==> src/rtl/spad_port_ctrl.sv <==
// rtl/spad_port_ctrl.sv - single-port scratchpad access controller with read-response handshake
// Optional zero-fill engine enabled by defining SPAD_CLEAR_EN.
module spad_port_ctrl #(
  parameter int ADDR_WIDTH = 5,
  parameter int DATA_WIDTH = 128
) (
  input  logic                  clk,
  input  logic                  rst,
  input  logic                  req_valid,
  output logic                  req_ready,
  input  logic                  req_we,
  input  logic [ADDR_WIDTH-1:0] req_addr,
  input  logic [DATA_WIDTH-1:0] req_wdata,
  output logic                  rsp_valid,
  input  logic                  rsp_ready,
  output logic [DATA_WIDTH-1:0] rsp_rdata,
  output logic                  ram_cs,
  output logic                  ram_we,
  output logic [ADDR_WIDTH-1:0] ram_addr,
  output logic [DATA_WIDTH-1:0] ram_din,
  input  logic [DATA_WIDTH-1:0] ram_dout,
  input  logic                  start_clear,
  output logic                  busy
);

`ifdef SPAD_CLEAR_EN
  typedef enum logic [1:0] {IDLE, RD_PEND, CLEAR} state_t;
`else
  typedef enum logic {IDLE, RD_PEND} state_t;
`endif

  state_t                  state, state_nxt;
  logic [ADDR_WIDTH-1:0]   addr_q;
  logic [ADDR_WIDTH-1:0]   clr_addr;
  logic                    accept;
  logic                    clearing;
  logic                    clear_go;

`ifdef SPAD_CLEAR_EN
  logic [ADDR_WIDTH:0] clr_cnt;
  logic                clr_last;

  assign clearing = (state == CLEAR);
  assign clear_go = (state == IDLE) && start_clear;
  assign clr_addr = clr_cnt[ADDR_WIDTH-1:0];
  assign clr_last = (clr_cnt == {1'b0, {ADDR_WIDTH{1'b1}}});

  always_ff @(posedge clk) begin
    if (rst || clear_go) clr_cnt <= '0;
    else if (clearing)   clr_cnt <= clr_cnt + (ADDR_WIDTH+1)'(1);
  end
`else
  logic unused_start_clear;

  assign clearing           = 1'b0;
  assign clear_go           = 1'b0;
  assign clr_addr           = '0;
  assign unused_start_clear = start_clear;
`endif

  assign busy      = clearing;
  assign rsp_valid = (state == RD_PEND);
  assign rsp_rdata = ram_dout;
  // A clear request in IDLE takes priority over a same-cycle access.
  assign req_ready = !rst && !clearing && !clear_go && (!rsp_valid || rsp_ready);
  assign accept    = req_valid && req_ready;

  // ram_addr falls back to the held address so ram_dout stays stable while a response stalls.
  always_comb begin
    ram_cs   = 1'b0;
    ram_we   = 1'b0;
    ram_addr = addr_q;
    ram_din  = req_wdata;
    if (accept) begin
      ram_cs   = 1'b1;
      ram_we   = req_we;
      ram_addr = req_addr;
    end else if (clearing && !rst) begin
      ram_cs   = 1'b1;
      ram_we   = 1'b1;
      ram_addr = clr_addr;
      ram_din  = '0;
    end
  end

  always_comb begin
    state_nxt = state;
    case (state)
      IDLE: begin
        if (accept && !req_we) state_nxt = RD_PEND;
`ifdef SPAD_CLEAR_EN
        if (clear_go) state_nxt = CLEAR;
`endif
      end
      RD_PEND: begin
        if (rsp_ready) state_nxt = (accept && !req_we) ? RD_PEND : IDLE;
      end
`ifdef SPAD_CLEAR_EN
      CLEAR: begin
        if (clr_last) state_nxt = IDLE;
      end
`endif
      default: state_nxt = IDLE;
    endcase
  end

  always_ff @(posedge clk) begin
    if (rst) begin
      state  <= IDLE;
      addr_q <= '0;
    end else begin
      state <= state_nxt;
      if (accept) addr_q <= req_addr;
    end
  end

endmodule

==> config.mk <==
export PLATFORM = sky130hd
export DESIGN_NAME = spad_port_ctrl
export DESIGN_NICKNAME = d
export VERILOG_FILES = /design/src/rtl/spad_port_ctrl.sv
export SDC_FILE = /design/constraint.sdc
export NUM_CORES = 1
export LEC_CHECK = 0
export ABC_AREA = 1
export CAP_MARGIN = 0
export CORE_AREA = 5 5 204 206
export CTS_CLUSTER_DIAMETER = 120
export DETAILED_ROUTE_END_ITERATION = 12
export DIE_AREA = 0 0 209 211
export PLACE_DENSITY = 0.42
export SYNTH_ARGS = -nofsm -noshare
export SYNTH_HDL_FRONTEND = slang
export SYNTH_SLANG_ARGS = --single-unit
==> constraint.sdc <==
create_clock -name clk -period 1.8 [get_ports clk]
set_input_delay 0.27 -clock clk [delete_from_list [all_inputs] [get_ports clk]]
set_output_delay 0.27 -clock clk [all_outputs]
set_load 0.05 [all_outputs]
==> results of run 1 <==
-- synth_stat cells (all sizes together) --
master,instances
buf,258
inv,19
nand2,12
dfxtp,6
nor2,6
nand4,5
a21oi,2
conb,1
nand3,1
-- tightest hold or removal path, cell delays in order --
cell	delay, ns
dlymetal6s2s_1	0.21
nand2_1	0.10
a21oi_1	0.05
-- sequential cells by signal, summed over array words and instances (netlist names) --
register	flops
rsp_valid	1
addr_q	5
-- stage by stage --
| stage | utilization (%) | instance area, sq um | power [mW] | setup TNS, ns | hold slack, ns |
|---|---|---|---|---|---|
| floorplan | - | 2260 | 1.78 | 0 | 0.416 |
| global placement | 3.16 | 1250 | 0.373 | 0 | 0.521 |
| detailed placement | 3.16 | 1250 | 0.372 | 0 | 0.524 |
| CTS | 3.35 | 1320 | 0.742 | 0 | 0.530 |
| global route | 3.39 | 1340 | 0.770 | -0.00308 | 0.508 |
| finish | 3.39 | 1340 | 0.725 | 0 | 0.460 |
-- power groups by stage --
| stage | Combinational, mW | Sequential (mW) | Clock, mW |
|---|---|---|---|
| after floorplan | 1.63 | 0.151 | 0 |
| after global placement | 0.226 | 0.147 | 0 |
| after detailed placement | 0.225 | 0.148 | 0 |
| after CTS | 0.226 | 0.146 | 0.371 |
| after global routing | 0.243 | 0.147 | 0.380 |
| final | 0.220 | 0.146 | 0.359 |
-- final cells by class --
cell class	count	area, sq um	share of cell area (%)
multi-input combinational	27	138	10.3
inverter	19	71.3	5.34
timing repair buffer	20	275	20.6
tap	525	657	49.2
sequential	6	120	8.99
clock buffer	3	75.1	5.62
-- timing repair --
action	4_1_cts	5_1_grt
setup endpoints to repair	0	6
gates resized for setup	0	4
buffers inserted	0	1
hold buffers	0	0
-- worst paths after layout --
path / startpoint / to / slack (ns) / cells past startpoint
min reg2reg: addr_q[4] / addr_q[4] / 0.52 / 4
max: rsp_ready / ram_addr[1] / 0.11 / 8
max reg2reg: rsp_valid / addr_q[2] / 0.89 / 5
min: req_valid / rsp_valid / 0.46 / 3
-- routing by layer --
metal,vias up,GRT usage (%),part of all wire [%]
met5,-,0,0
met4,0,4.91,15
met3,134,4.60,28
met2,245,4.56,39
met1,275,1.92,18
li1,197,-,-
-- cell families after synthesis --
| group | count (synthesis) | share of synthesized area (%) |
|---|---|---|
| flops | 6 | 5.31 |
| buf+inv | 277 | 88.8 |
| other cells | 1 | 0.166 |
| compound gates | 2 | 0.443 |
| simple gates | 24 | 5.26 |
==> flow_summary.ini, run 1 <==
[cts]
cts_tree = done
clk_pin_slew_ns = 0.03
htree_levels = 1
root_buffer = clkbuf_16
insertion_delay_ns = 0.23
cts_buffer_depth = 2
cts_made_buffers = 3
clock-sinks = 6

[floorplanning]
num_rows = 73
die-area_sq_um = 44100
num_io_pins = 533
initial_core_util_pct = 5.73
coreArea_sq_um = 39500
die_w_um = 209
fp.dieH_um = 211

[global_routing]
grt_pass1_wl_mm = 10.1
globalRouteTotalUtil_pct = 3.57
grt_pass1_vias = 960
grt_overflow = 0
grt_start_max_net_pins = 8
antenna_found_initial = 0

[setup_path]
path_buf_inv = 4
crit_slowest_cell = clkdlybuf4s50_1
endpoint_kind = output pin
path_cells = clkdlybuf4s50_1, inv_1, nand2_4, nand3_4, nand2_1, nand2_1, inv_1, buf_12
crit_type = in2out
critical-path-top-delay-family = buffers and inverters
cp_max_fo = 7
crit_required_ns = 1.53
crit_arrival_ns = 1.42
cp-start-kind = primary input
cpPeakStageDelay_ns = 0.46

[yosys]
postSynthAreaPerCell_sq_um = 7.29
synth_top_area_cell = buf_4
synth_cells = 310
synth_top_area_share_pct = 85.7
ys_seq_area_share_pct = 5.31
synth.distinct_cells = 11
synth_area_leaders = buf_4 (86%), dfxtp_1 (5.3%), inv_1 (3.0%)
netlist_area_sq_um = 2260
synth_nets = 577
ys_warn_count = 0
ys_seq_elements = 6

[cells_and_area]
drive_gt1_share_pct = 25.3
finalNetCount = 344
final_common_cell = inv_1
fillers = 4723
final_cells = 600
final_cell_mix = inv_1 (16), nand2_1 (11), clkdlybuf4s50_1 (8), buf_12 (8)
antenna-diode-count = 0
area_growth_pct = -40.9

[flow_run]
max-cap-violations = 0

[timing]
period_needed_ns = 1.69
finalClockSkew_ns = 0.000246
finalHoldViolCount = 0
maxSlewViolCount = 0
final.setup.worst_slack_ns = 0.108
fin_crit_sh_pct = 94.0
fmax_ghz = 0.591
finalSetupViolCount = 0

[routing]
vias = 851
ant_nets = 0
drtIter0Drc = 25
avgRoutedWirePerCell_um = 14.4
wirelength_mm = 8.67
vias_per_cell = 1.42
drc = 0
drtPass1Iterations = 4

[status]
status = completed

[placed_design]
post-place-ws_ns = 0.0493
gp_congestion = 0.606
hpwl_mm = 7.44
post-place-cells = 596
io_buffers = 18

[pwr]
power_density_nw_per_um2 = 542
peakVddDrop_uv = 249
p_leak_nw = 0.386
switchingPower_uw = 204
combPwrFrac_pct = 30.3
clkPwrFrac_pct = 49.5
p_sw_share_pct = 28.2
p_int_uw = 521
p_seq_share_pct = 20.2

[min_path]
hold_class = in2reg
No activity file was read; power rests on OpenSTA's default activity.
==> run 2: changes to the inputs <==
- HOLD_SLACK_MARGIN: not set -> 0.02
==> results of run 2 <==
The final DEF is identical to that of run 1; final timing and power are the same.
==> run 3: changes to the inputs <==
- CAP_MARGIN: 0 -> 20
==> results of run 3 <==
The final DEF is identical to that of run 1; final timing and power are the same.
